File: src/rtl/nsc8_pkg.sv
// NSC-8 shared types and constants.
// Used by the program loader and its UART receiver.
package nsc8_pkg;

  typedef enum logic {
    LOAD,
    RUN
  } ld_state_t;

  typedef enum logic [1:0] {
    IDLE,
    START,
    DATA,
    STOP
  } rx_state_t;

  localparam int RAM_DEPTH  = 16;
  localparam int WORD_WIDTH = 8;

endpackage

File: src/rtl/uart_rx_byte.sv
// UART 8N1 byte receiver with 2-FF input synchronizer.
// Emits one-cycle byte_valid / byte_err pulses at the stop-bit sample.
module uart_rx_byte
  import nsc8_pkg::*;
#(
  parameter int CLKS_PER_BIT = 16,
  parameter int DATA_WIDTH   = WORD_WIDTH
) (
  input  logic                  clk,
  input  logic                  reset_n,
  input  logic                  rx,
  output logic                  byte_valid,
  output logic                  byte_err,
  output logic [DATA_WIDTH-1:0] byte_out
);

  localparam int TW = $clog2(CLKS_PER_BIT);
  localparam int BW = $clog2(DATA_WIDTH);
  localparam logic [TW-1:0] HALF_M1 = TW'(CLKS_PER_BIT / 2 - 1);
  localparam logic [TW-1:0] FULL_M1 = TW'(CLKS_PER_BIT - 1);
  localparam logic [BW-1:0] LAST_BIT = BW'(DATA_WIDTH - 1);

  rx_state_t state, state_nx;

  logic                  rx_meta;
  logic                  rx_s;
  logic [TW-1:0]         timer;
  logic [BW-1:0]         bit_cnt;
  logic [DATA_WIDTH-1:0] shift;
  logic                  err_hold;
  logic                  half_tick;
  logic                  full_tick;
  logic                  sample;

  assign half_tick = (timer == HALF_M1);
  assign full_tick = (timer == FULL_M1);
  assign sample    = (state == START && half_tick)
                  || (state == DATA && full_tick)
                  || (state == STOP && full_tick);
  assign byte_out  = shift;

  always_ff @(posedge clk) begin
    if (!reset_n) state <= IDLE;
    else          state <= state_nx;
  end

  // After a bad stop bit, wait for the line to go idle so a break
  // condition is not mistaken for a new start bit.
  always_comb begin
    state_nx = state;
    unique case (state)
      IDLE:  if (!rx_s) state_nx = START;
      START: if (half_tick) state_nx = rx_s ? IDLE : DATA;
      DATA:  if (full_tick && bit_cnt == LAST_BIT) state_nx = STOP;
      STOP: begin
        if (err_hold) begin
          if (rx_s) state_nx = IDLE;
        end else if (full_tick && rx_s) begin
          state_nx = IDLE;
        end
      end
    endcase
  end

  always_comb begin
    byte_valid = 1'b0;
    byte_err   = 1'b0;
    unique case (state)
      STOP: begin
        byte_valid = !err_hold && full_tick && rx_s;
        byte_err   = !err_hold && full_tick && !rx_s;
      end
      default: ;
    endcase
  end

  always_ff @(posedge clk) begin
    if (!reset_n) begin
      rx_meta  <= 1'b1;
      rx_s     <= 1'b1;
      timer    <= '0;
      bit_cnt  <= '0;
      shift    <= '0;
      err_hold <= 1'b0;
    end else begin
      rx_meta <= rx;
      rx_s    <= rx_meta;
      if (state == IDLE || sample) timer <= '0;
      else                         timer <= timer + 1'b1;
      if (state == START) bit_cnt <= '0;
      if (state == DATA && full_tick) begin
        shift   <= {rx_s, shift[DATA_WIDTH-1:1]};
        bit_cnt <= bit_cnt + 1'b1;
      end
      if (state == IDLE) err_hold <= 1'b0;
      else if (state == STOP && full_tick && !rx_s) err_hold <= 1'b1;
    end
  end

endmodule

File: src/rtl/program_loader.sv
// NSC-8 serial program loader: writes UART bytes into program RAM
// from address 0, holding the CPU ring counter in reset until full.
module program_loader
  import nsc8_pkg::*;
#(
  parameter int CLKS_PER_BIT = 16,
  parameter int ADDR_WIDTH   = $clog2(RAM_DEPTH),
  parameter int DATA_WIDTH   = WORD_WIDTH
) (
  input  logic                  clk,
  input  logic                  reset_n,
  input  logic                  rx,
  input  logic                  load_req,
  output logic [ADDR_WIDTH-1:0] ram_addr,
  output logic [DATA_WIDTH-1:0] ram_data,
  output logic                  ram_we,
  output logic                  cpu_reset_ring,
  output logic                  busy,
  output logic                  done,
  output logic                  frame_error
);

  localparam logic [ADDR_WIDTH-1:0] LAST_ADDR = '1;

  ld_state_t state, state_nx;

  logic [ADDR_WIDTH-1:0] cnt;
  logic                  byte_valid;
  logic                  byte_err;
  logic [DATA_WIDTH-1:0] byte_out;

  uart_rx_byte #(
    .CLKS_PER_BIT(CLKS_PER_BIT),
    .DATA_WIDTH  (DATA_WIDTH)
  ) u_rx (
    .clk       (clk),
    .reset_n   (reset_n),
    .rx        (rx),
    .byte_valid(byte_valid),
    .byte_err  (byte_err),
    .byte_out  (byte_out)
  );

  always_ff @(posedge clk) begin
    if (!reset_n) state <= LOAD;
    else          state <= state_nx;
  end

  always_comb begin
    state_nx = state;
    unique case (state)
      LOAD: if (ram_we && ram_addr == LAST_ADDR) state_nx = RUN;
      RUN:  if (load_req) state_nx = LOAD;
    endcase
  end

  always_comb begin
    cpu_reset_ring = 1'b0;
    busy           = 1'b0;
    done           = 1'b0;
    unique case (state)
      LOAD: begin
        cpu_reset_ring = 1'b1;
        busy           = 1'b1;
      end
      RUN: done = 1'b1;
    endcase
  end

  // A framing error leaves cnt alone so the sender simply retries.
  always_ff @(posedge clk) begin
    if (!reset_n) begin
      ram_we      <= 1'b0;
      ram_addr    <= '0;
      ram_data    <= '0;
      cnt         <= '0;
      frame_error <= 1'b0;
    end else begin
      ram_we <= 1'b0;
      if (state == LOAD) begin
        if (byte_valid) begin
          ram_we   <= 1'b1;
          ram_addr <= cnt;
          ram_data <= byte_out;
          cnt      <= cnt + 1'b1;
        end
        if (byte_err) frame_error <= 1'b1;
      end else if (load_req) begin
        cnt         <= '0;
        frame_error <= 1'b0;
      end
    end
  end

endmodule

File: config.mk
export PLATFORM = sky130hd
export DESIGN_NAME = program_loader
export DESIGN_NICKNAME = d
export VERILOG_FILES = /design/src/rtl/nsc8_pkg.sv /design/src/rtl/uart_rx_byte.sv /design/src/rtl/program_loader.sv
export SDC_FILE = /design/constraint.sdc
export NUM_CORES = 1
export LEC_CHECK = 0
export ABC_AREA = 1
export BUFFER_PORTS_ARGS = -buffer_cell sky130_fd_sc_hd__buf_2
export CAP_MARGIN = 10
export CORE_MARGIN = 4
export CORE_UTILIZATION = 50
export DETAILED_ROUTE_END_ITERATION = 16
export PLACE_DENSITY = 0.79
export RECOVER_POWER = 50
export SYNTH_ARGS = -nofsm -noshare
export SYNTH_HDL_FRONTEND = slang
export SYNTH_SLANG_ARGS = --single-unit
export TNS_END_PERCENT = 5
File: constraint.sdc
create_clock -name clk -period 1.35 [get_ports clk]
set_input_delay 0.27 -clock clk [delete_from_list [all_inputs] [get_ports clk]]
set_output_delay 0.27 -clock clk [all_outputs]
set_load 0.02 [all_outputs]
==> implementation parameters, run 1 <==
Parameter                              Value

Outcome
  Run status    finished clean

Place
  Total half-perimeter wirelength after legalization and detailed placement    between 1500 and 2000 um
  Port Buffers    20
  Placed Instance Area    0.00172 mm2
  Final weighted congestion of routability-driven global placement    0.788

Synthesis
  Main flop type after synthesis    dfxtp_1
  Average size of a mapped cell    7.76 um2
  Cell type contributing the most total cell area after synthesis    dfxtp_1
  Instance count of the mapped netlist    roughly 200
  Total standard cell area after synthesis    0.00156 mm2
  Synth top cells by count    nor2_1 (55), dfxtp_1 (39), o21ai_0 (25), nand2_1 (21), nand3_1 (13)
  Most frequent cell after synthesis    nor2_1
  Number of enable flip-flop cells after synthesis    0
  Distinct cell type count of the synthesized netlist    24
  Yosys reg bits    39
  Leading post-synthesis cells by cell area    dfxtp_1 (50%), nor2_1 (13%), o21ai_0 (8.0%), nand2_1 (5.1%), nand3_1 (4.2%)
  Area share of the largest cell type after synthesis    50.1%
  Fraction of registers with async set or reset after synthesis    0%
  Total of warnings raised by yosys    0
  Sequential fraction of the synthesis area    50.1%
  Number of nets in the synthesized netlist    209

Setup path
  Kind of critical path    flop to output pin
  Data arrival at the endpoint of the critical path    1.05 ns
  CP max FO    4
  Crit end category    output pin
  CP startpoint kind    flop
  Required time at the worst-slack endpoint    1.08 ns

Clock network
  Total clock buffers created by CTS    5
  Depth of the CTS H-tree    2
  Clk Latency, worst-skew pair    0.35 ns
  Clock-pin slew on the worst setup and hold paths    0.12 ns
  Clock Sink Count    39
  Maximum buffer depth of the clock tree    2
  Clock Root Buffer    clkbuf_4
  CTS tree    yes

Cells and area
  Layout Area Growth over Synthesis    20.4%
  Number of nets in the finished design    240
  Final cell area excluding filler cells    between 0.0015 and 0.002 mm2
  Fraction of layout cells with a size suffix above 1    about a quarter
  Post-route core utilization    62.0%
  Total inserted antenna cells    0

Routing
  Number of DRC violations after detailed routing    0
  Initial DRC count    82
  First-pass DRT Iterations    4
  Number of vias per cell    4.81
  Post-detailed-routing wire length    2930 um
  Routed Antenna Nets    0
  Average wire per cell in the routed design    10.6 um
  Total number of vias    1331

Timing
  Post-route clock period utilization    97.6%
  Pins Over Slew Limit    0
  Max Freq    759 MHz
  Unrepaired setup endpoints after global routing    yes
  Worst Clk Skew    0.0107 ns
  # setup viols final    0
  Minimum clock period after layout    1.32 ns
  Worst Max-Slew Pin Slew    between 0.2 and 0.3 ns
  Number of endpoints with negative hold slack in the final report    0
  Relative slew margins    82.0%

GRT
  Global-route usage over all layers    14.5%
  Wire length of the first global-routing pass    approximately 4600 um
  Total grt overflow    0
  Antenna violations before repair    0
  Pin count of the biggest net entering global routing    23
  Vias in the first global route    1163

Power and ir drop
  Power density normalized to cell area    1000 mW/mm2
  Largest vdd supply drop    0.000651 V
  Leakage power total    0.827 nW

Worst hold path
  HP Class    input pin to flop

Floorplanning
  Number of I/O pins    21
  Floorplan die height    about 64 um
  DIE AREA    0.00408 mm2
  Chip width    63.8 um
  Standard-cell rows    20
  Initial Utilization    51.5%
  Placeable Area    0.00303 mm2

Flow run
  Max-cap check violation count    0
final cells by class:
class / count / area [um2]
clock inverter: 2 / 12.5
inverter: 14 / 60.1
clock buffer: 6 / 41.3
fill: 281 / 1150
multi-input combinational: 142 / 741
sequential: 39 / 787
tap: 44 / 55.1
timing repair buffer: 30 / 180
flip-flops by register name, summed over array words and instances, names as in the netlist, named ones only:
signal / count
u_rx.state: 1
u_rx.rx_meta: 1
ram_we: 1
u_rx.byte_out: 8
u_rx.rx_s: 1
u_rx.err_hold: 1
ram_data: 8
frame_error: 1
ram_addr: 4
u_rx.bit_cnt: 3
state: 1
u_rx.timer: 4
cnt: 4
critical path: stages, from the launching register on:
cell and delay [ns]:
dfxtp_2 0.34, buf_4 0.14, inv_2 0.07, buf_4 0.14
metal layers:
| layer | global-route usage, % | vias up | wire length [um] |
|---|---|---|---|
| li1 | - | 708 | - |
| met1 | 16.2 | 586 | 1400 |
| met2 | 23.9 | 28 | 1310 |
| met3 | 4.57 | 9 | 148 |
| met4 | 8.89 | 0 | 74 |
| met5 | 0 | - | 0 |
final timing paths:
path / from / end / slack [ns] / depth (start not counted)
setup reg to reg: u_rx.timer[0] / ram_data[1] / 0.03 / 6
hold / removal: rx / u_rx.rx_meta / 0.1 / 2
hold reg to reg: u_rx.rx_meta / u_rx.rx_s / 0.44 / 1
setup / recovery: state / cpu_reset_ring / 0.03 / 3
where the power goes:
| part | total, mW | switching (mW) | internal, mW |
|---|---|---|---|
| Sequential | 1.18 | 0.0118 | 1.16 |
| Clock | 0.589 | 0.388 | 0.201 |
| Combinational | 0.116 | 0.0693 | 0.0464 |
cells in the final DEF (no fill, tap or decap), types with 7 or more instances in the layout:
master   instances
dfxtp_1         34
o21ai_0         22
nand2_1         19
nand3_1         12
nor2_1          52
a21oi_1          7
buf_4           12
buf_2           18
inv_1           11
per-stage QoR:
| stage | cells | total power, mW | TNS [ns] | hold slack, ns | worst slack [ns] |
|---|---|---|---|---|---|
| after CTS | 273 | 1.87 | -0.000881 | 0.0933 | -0.000881 |
| after detailed placement | 265 | 1.30 | -0.466 | 0.413 | -0.0790 |
| after global routing | 277 | 1.95 | -0.262 | 0.0831 | -0.0683 |
| after floorplan | 201 | 1.28 | 0 | 0.377 | 0.0839 |
| after global placement | 265 | 1.30 | -0.135 | 0.399 | -0.0623 |
| final | 277 | 1.88 | 0 | 0.0976 | 0.0326 |
cell families after synthesis:
group | synth area share, %
AOI/OAI and AO/OA | 11.2
and+or+nand+nor | 27.0
adders and majority gates | 3.21
DFF | 50.1
xor gates and xnor gates | 1.69
buffers and inverters | 6.82
what timing repair did:
action | in CTS | in global routing
endpoints found under the setup margin | 18 | 34
hold buffers | 0 | 0
pin swaps | 0 | 2
gates resized for setup | 8 | 19
setup buffers | 0 | 2
endpoints found under the hold margin | 0 | 0
gates cloned | 0 | 2
Power figures use the tool's default switching activity.
==> inputs of run 2 (changes only) <==
==> constraint.sdc (replaced) <==
create_clock -name clk -period 1.35 [get_ports clk]
set_input_delay 0.0675 -clock clk [delete_from_list [all_inputs] [get_ports clk]]
set_output_delay 0.0675 -clock clk [all_outputs]
set_load 0.02 [all_outputs]
==> implementation parameters, run 2 (synthesis gave the netlist of run 1 again) <==
Parameter                              Value

Clock network
  Clock Root Buffer    clkbuf_4
  CTS tree    yes
  Depth of the CTS H-tree    2 (unchanged)
  Clock Sink Count    39 (unchanged)
  Clock-pin slew on the worst setup and hold paths    0.11 ns (about the same)
  Maximum buffer depth of the clock tree    2 (unchanged)
  Total clock buffers created by CTS    5 (unchanged)
  Clk Latency, worst-skew pair    0.36 ns (about the same)

Cells and area
  Leading cell types in the layout, fill and taps excluded    nor2_1 (51), dfxtp_1 (35), clkbuf_1 (18)
  Fill cell instance count of the final layout    278 (-1.1%)
  Post-route core utilization    62.3% (+0.29 points)
  Layout Area Growth over Synthesis    20.9%
  Fraction of layout cells with a size suffix above 1    20.4% (-6.2 points)
  Total inserted antenna cells    0 (unchanged)
  Leading cell type in the layout, fill and taps excluded    nor2_1
  Number of nets in the finished design    242 (+0.83%)

Setup path
  Kind of critical path    flop to flop
  Setup slack, reg-to-reg    0.05 ns (about the same)
  Crit end category    flop
  Capture instance of the worst register-to-register path    ram_data[1]
  CP max FO    5 (+1)
  Data arrival at the endpoint of the critical path    1.56 ns (+0.51 ns)
  Required time at the worst-slack endpoint    1.61 ns (+0.53 ns)
  CP startpoint kind    flop
  Worst Reg2Reg Path Length in Cells    6 (unchanged)

Timing
  Relative slew margins    82.4% (+0.35 points)
  Minimum clock period after layout    1.30 ns (-0.0139 ns)
  Worst Clk Skew    0.00926 ns (-0.00143 ns)
  Pins Over Slew Limit    0 (unchanged)
  Unrepaired setup endpoints after global routing    yes
  Max Freq    767 MHz (+1.1%)
  Post-route clock period utilization    96.6% (-1.0 points)
  # setup viols final    0 (unchanged)
  Number of endpoints with negative hold slack in the final report    0 (unchanged)
  Worst Max-Slew Pin Slew    0.264 ns (-0.00470 ns)
  Post-layout worst setup margin    0.0465 ns (+0.0139 ns)

Place
  Worst setup slack before clock tree synthesis    -0.0876 ns (-0.00861 ns)
  Total half-perimeter wirelength after legalization and detailed placement    1910 um (-1.5%)
  Final weighted congestion of routability-driven global placement    0.822 (+4.4%)
  Port Buffers    20 (unchanged)

Power and ir drop
  Switching Fraction    24.5% (-0.42 points)
  Sequential share of power    62.5% (about the same)
  Largest vdd supply drop    0.000652 V (about the same)
  Power spent charging and discharging nets    0.461 mW (-1.7%)
  Power density normalized to cell area    997 mW/mm2 (-0.51%)
  Leakage power total    0.762 nW (-7.9%)
  Clock share of power    30.7% (-0.6 points)
  Internal cell power    1.42 mW (+0.51%)
  Combinational group share of total power    6.8% (+0.6 points)

Floorplanning
  Floorplan die height    63.8 um (unchanged)
  Standard-cell rows    20 (unchanged)
  Placeable Area    0.00303 mm2 (unchanged)
  Initial Utilization    51.5% (unchanged)
  Number of I/O pins    21 (unchanged)
  Chip width    63.8 um (unchanged)
  DIE AREA    0.00408 mm2 (unchanged)

Flow run
  Max-cap check violation count    0 (unchanged)

Outcome
  Run status    finished clean

GRT
  Antenna violations before repair    0 (unchanged)
  Pin count of the biggest net entering global routing    21 (-8.7%)
  Wire length of the first global-routing pass    4420 um (-4.3%)
  Vias in the first global route    1090 (-6.3%)
  Global-route usage over all layers    13.8% (-0.69 points)
  Total grt overflow    0 (unchanged)

Routing
  First-pass DRT Iterations    4 (unchanged)
  Initial DRC count    43 (-48%)
  Number of vias per cell    4.82 (+0.33%)
  Number of DRC violations after detailed routing    0 (unchanged)
  Routed Antenna Nets    0 (unchanged)
  Average wire per cell in the routed design    10.2 um (-3.8%)
  Post-detailed-routing wire length    2840 um (-3.1%)
  Total number of vias    1345 (+1.1%)

Worst hold path
  Cell depth of the worst hold path    3 (+1)
  HP Class    input pin to flop
  Launch instance of the worst min-delay path    reset_n
  Worst Hold End    u_rx.state[0]
[run 2: cell count changes in the layout (fill, tap and decap cells not counted), sizes merged]
| cell | previous run | this run |
|---|---|---|
| clkbuf | 6 | 23 |
| buf | 30 | 14 |
| dlygate4sd3 | 0 | 1 |
[run 2: worst max-delay path by stage]
stage             startpoint          end  slack [ns]  cells past startpoint
5_1_grt                 flop  ram_data[5]       -0.04                      6
3_3_place_gp   u_rx.timer[0]       cnt[2]       -0.05                      7
2_1_floorplan  u_rx.timer[0]  ram_data[0]        0.08                      7
4_1_cts        u_rx.timer[0]       cnt[2]      -0.006                      7
6_report                flop  ram_data[1]        0.05                      6
3_5_place_dp   u_rx.timer[0]       cnt[2]       -0.09                      7
[run 2: stage by stage]
stage	TNS [ns]	instances	hold WS (ns)	total power, mW	instance area (um2)
6_report	0	279	0.0325	1.88	1890
5_1_grt	-0.261	279	0.0481	1.96	1890
4_1_cts	-0.00642	274	0.0304	1.88	1800
3_5_place_dp	-0.636	265	0.260	1.30	1720
3_3_place_gp	-0.0938	265	0.254	1.30	1720
2_1_floorplan	0	201	0.174	1.28	1560
[run 2: power by group through the flow]
stage               registers [mW]  clock network [mW]  logic [mW]
global route                  1.18               0.640       0.147
CTS                           1.17               0.597       0.109
detailed placement            1.20                   0       0.106
floorplan                     1.19                   0      0.0854
global placement              1.20                   0       0.105
finish                        1.17               0.577       0.128
[run 2: metal layers]
metal | GRT usage (%) | up-vias | wire, um
li1 | - | 718 | -
met1 | 16.4 | 588 | 1350
met2 | 21.2 | 30 | 1260
met3 | 4.22 | 9 | 167
met4 | 9.70 | 0 | 62
met5 | 0 | - | 0
[run 2: repair_timing]
action,4_1_cts,5_1_grt
endpoints found under the setup margin,16,33
gates cloned,0,2
gates resized for setup,4,31
setup buffers,0,3
hold endpoints to repair,1,0
hold buffers,1,0
pin swaps,1,4
[run 2: final cells by class]
cell class	instances	area (um2)	area share, %
timing repair buffer	32	166	8.83
clock inverter	2	12.5	0.664
inverter	14	60.1	3.19
multi-input combinational	142	764	40.5
sequential	39	786	41.7
tap	44	55.1	2.92
clock buffer	6	41.3	2.19
[run 2: critical path, cell delays in order, from the launching register on]
cell and delay (ns):
dfxtp_2 0.41, nand2_1 0.11, nor3_4 0.20, buf_4 0.16, nand2_2 0.08, o21ai_0 0.19
nor2_1 0.06
==> inputs of run 3 (changes only) <==
--- a/config.mk
+++ b/config.mk
@@ -8,8 +8,10 @@
 export ABC_AREA = 1
 export BUFFER_PORTS_ARGS = -buffer_cell sky130_fd_sc_hd__buf_2
 export CAP_MARGIN = 10
+export CELL_PAD_IN_SITES_DETAIL_PLACEMENT = 1
+export CELL_PAD_IN_SITES_GLOBAL_PLACEMENT = 1
 export CORE_MARGIN = 4
-export CORE_UTILIZATION = 50
+export CORE_UTILIZATION = 37
 export DETAILED_ROUTE_END_ITERATION = 16
 export PLACE_DENSITY = 0.79
 export RECOVER_POWER = 50
==> implementation parameters, run 3 (synthesis gave the netlist of run 1 again) <==
Parameter                              Value

Clock network
  CTS tree    yes
  Total clock buffers created by CTS    5 (unchanged)
  Maximum buffer depth of the clock tree    2 (unchanged)
  Clock Sink Count    39 (unchanged)
  Clk Latency, worst-skew pair    0.30 ns (-0.06 ns)
  Clock-pin slew on the worst setup and hold paths    0.08 ns (-0.03 ns)
  Clock Root Buffer    clkbuf_8
  Depth of the CTS H-tree    2 (unchanged)

Floorplanning
  Standard-cell rows    23 (+15%)
  Floorplan die height    72.9 um (+14%)
  Initial Utilization    38.7% (-13 points)
  Placeable Area    0.00403 mm2 (+33%)
  Number of I/O pins    21 (unchanged)
  DIE AREA    0.00532 mm2 (+30%)
  Chip width    72.9 um (+14%)

Setup path
  Stage delay of the slowest cell on the critical path    0.35 ns (-0.06 ns)
  Crit path max-delay cell type    dfxtp_2
  Crit end category    flop
  Kind of critical path    flop to flop
  CP startpoint kind    flop
  Library cell appearing most often on the critical path    nor2_2
  Data arrival at the endpoint of the critical path    1.49 ns (-0.07 ns)
  Critical Path, Cell by Cell    ha_4 -> nand2_4 -> nor2_4 -> nor2_2 -> nor2_2 -> nand4_1 -> nand3_1 -> nand2_1
  Required time at the worst-slack endpoint    1.54 ns (-0.07 ns)
  CP max FO    4 (-1)

GRT
  Met2 demand-to-capacity share in global routing    24.6% (+3.5 points)
  Antenna violations before repair    0 (unchanged)
  Routing layer with the top usage in global route    met2
  Total grt overflow    0 (unchanged)
  Vias in the first global route    1387 (+27%)
  Wire length of the first global-routing pass    6080 um (+38%)
  Met1 usage    17.6% (+1.3 points)
  Pin count of the biggest net entering global routing    24 (+14%)
  Global-route usage over all layers    14.8% (+0.98 points)
  Routing usage on met3    4.13% (-0.086 points)

Cells and area
  Total inserted antenna cells    0 (unchanged)
  Layout Area Growth over Synthesis    23.7%
  Leading cell types in the layout, fill and taps excluded    nor2_1 (50), dfxtp_1 (35), nand2_1 (20)
  Leading cell type in the layout, fill and taps excluded    nor2_1
  Number of nets in the finished design    238 (-1.7%)
  Non-filler instance count after layout    281 (+0.72%)
  Area occupied by registers    786 um2 (unchanged)
  Fraction of layout cells with a size suffix above 1    19.5% (-0.95 points)
  Area of the multi-input gates    732 um2 (-4.3%)
  Fill cell instance count of the final layout    509 (+83%)

Power and ir drop
  Largest vdd supply drop    0.000434 V (-33%)
  Leakage power total    0.796 nW (+4.5%)
  Combinational group share of total power    4.8% (-2.0 points)
  Power spent charging and discharging nets    0.504 mW (+9.3%)
  Clock share of power    42.9% (+12 points)
  Final total power    2.26 mW (+20%)
  Switching Fraction    22.3% (-2.2 points)
  Power density normalized to cell area    1170 mW/mm2 (+17%)
  Internal cell power    1.75 mW (+24%)
  Sequential share of power    52.3% (-10 points)

Routing
  Number of DRC violations after detailed routing    0 (unchanged)
  Initial DRC count    55 (+28%)
  Average wire per cell in the routed design    12.4 um (+21%)
  Number of vias per cell    4.82 (about the same)
  Total number of vias    1354 (+0.67%)
  Routed Antenna Nets    0 (unchanged)
  Post-detailed-routing wire length    3470 um (+22%)
  First-pass DRT Iterations    4 (unchanged)

Timing
  Worst Max-Slew Pin Slew    0.326 ns (+0.0626 ns)
  Worst Clk Skew    0.0105 ns (+0.00123 ns)
  Relative slew margins    78.2% (-4.2 points)
  Unrepaired setup endpoints after global routing    yes
  Minimum clock period after layout    1.30 ns (-0.000977 ns)
  Number of endpoints with negative hold slack in the final report    0 (unchanged)
  Post-route setup TNS    0 ns (unchanged)
  Pins Over Slew Limit    0 (unchanged)
  Max Freq    768 MHz (about the same)
  Post-layout worst setup margin    0.0474 ns (+0.000977 ns)
  Post-route clock period utilization    96.5% (about the same)
  # setup viols final    0 (unchanged)

Flow run
  Max-cap check violation count    0 (unchanged)

Place
  Final weighted congestion of routability-driven global placement    0.727 (-12%)
  Total half-perimeter wirelength after legalization and detailed placement    2450 um (+28%)
  Worst setup slack before clock tree synthesis    -0.0605 ns (+0.0271 ns)
  Port Buffers    20 (unchanged)
  Number of placed cells counting well taps    271 (+2.3%)

Outcome
  Run status    finished clean

Worst hold path
  HP Class    input pin to flop
-- run 3: cell type report --
cell class              count  area share, %
inverters                  14           3.11
flip-flops and latches     39           40.8
repair buffers             30           9.09
well taps                  50           3.24
multi-input cells         140           38.0
clock buffers               5           3.57
clock inverters             3           2.27
-- run 3: stage by stage --
stage | cell area (um2) | hold WS, ns | utilization [%]
4_1_cts | 1870 | 0.0792 | 46.4
5_1_grt | 1930 | 0.0759 | 47.9
3_5_place_dp | 1740 | 0.257 | 43.2
6_report | 1930 | 0.0688 | 47.9
3_3_place_gp | 1740 | 0.253 | 43.2
2_1_floorplan | 1560 | 0.174 | -
-- run 3: worst paths after layout --
check                           slack, ns          end  cells after the start           from
worst max-delay path                 0.05         flop                      8  u_rx.timer[1]
worst min-delay path                 0.07  ram_data[5]                      3        reset_n
worst max register to register       0.05         flop                      8  u_rx.timer[1]
worst min register to register       0.42    u_rx.rx_s                      1   u_rx.rx_meta
-- run 3: power groups by stage --
stage               clock network, mW  logic [mW]  registers, mW
finish                          0.968       0.109           1.18
global route                     1.05       0.128           1.18
CTS                             0.997       0.104           1.18
detailed placement                  0       0.100           1.20
global placement                    0      0.0970           1.20
floorplan                           0      0.0854           1.19
-- run 3: worst max-delay path: cells and delay by family, from the launching register on --
| kind | cells | cell delay [ns] |
|---|---|---|
| DFF | 1 | 0.35 |
| and+or+nand+nor | 7 | 0.67 |
| adders and majority gates | 1 | 0.16 |
-- run 3: metal layers --
metal / vias up / routed length (um)
li1: 702 / -
met1: 630 / 1640
met2: 16 / 1640
met3: 6 / 139
met4: 0 / 53
met5: - / 0
-- run 3: repair_timing --
item	4_1_cts	5_1_grt
pin swaps	0	7
gates resized for setup	5	36
hold buffers	1	0
hold endpoints to repair	1	0
buffers inserted	0	1
endpoints found under the setup margin	13	33
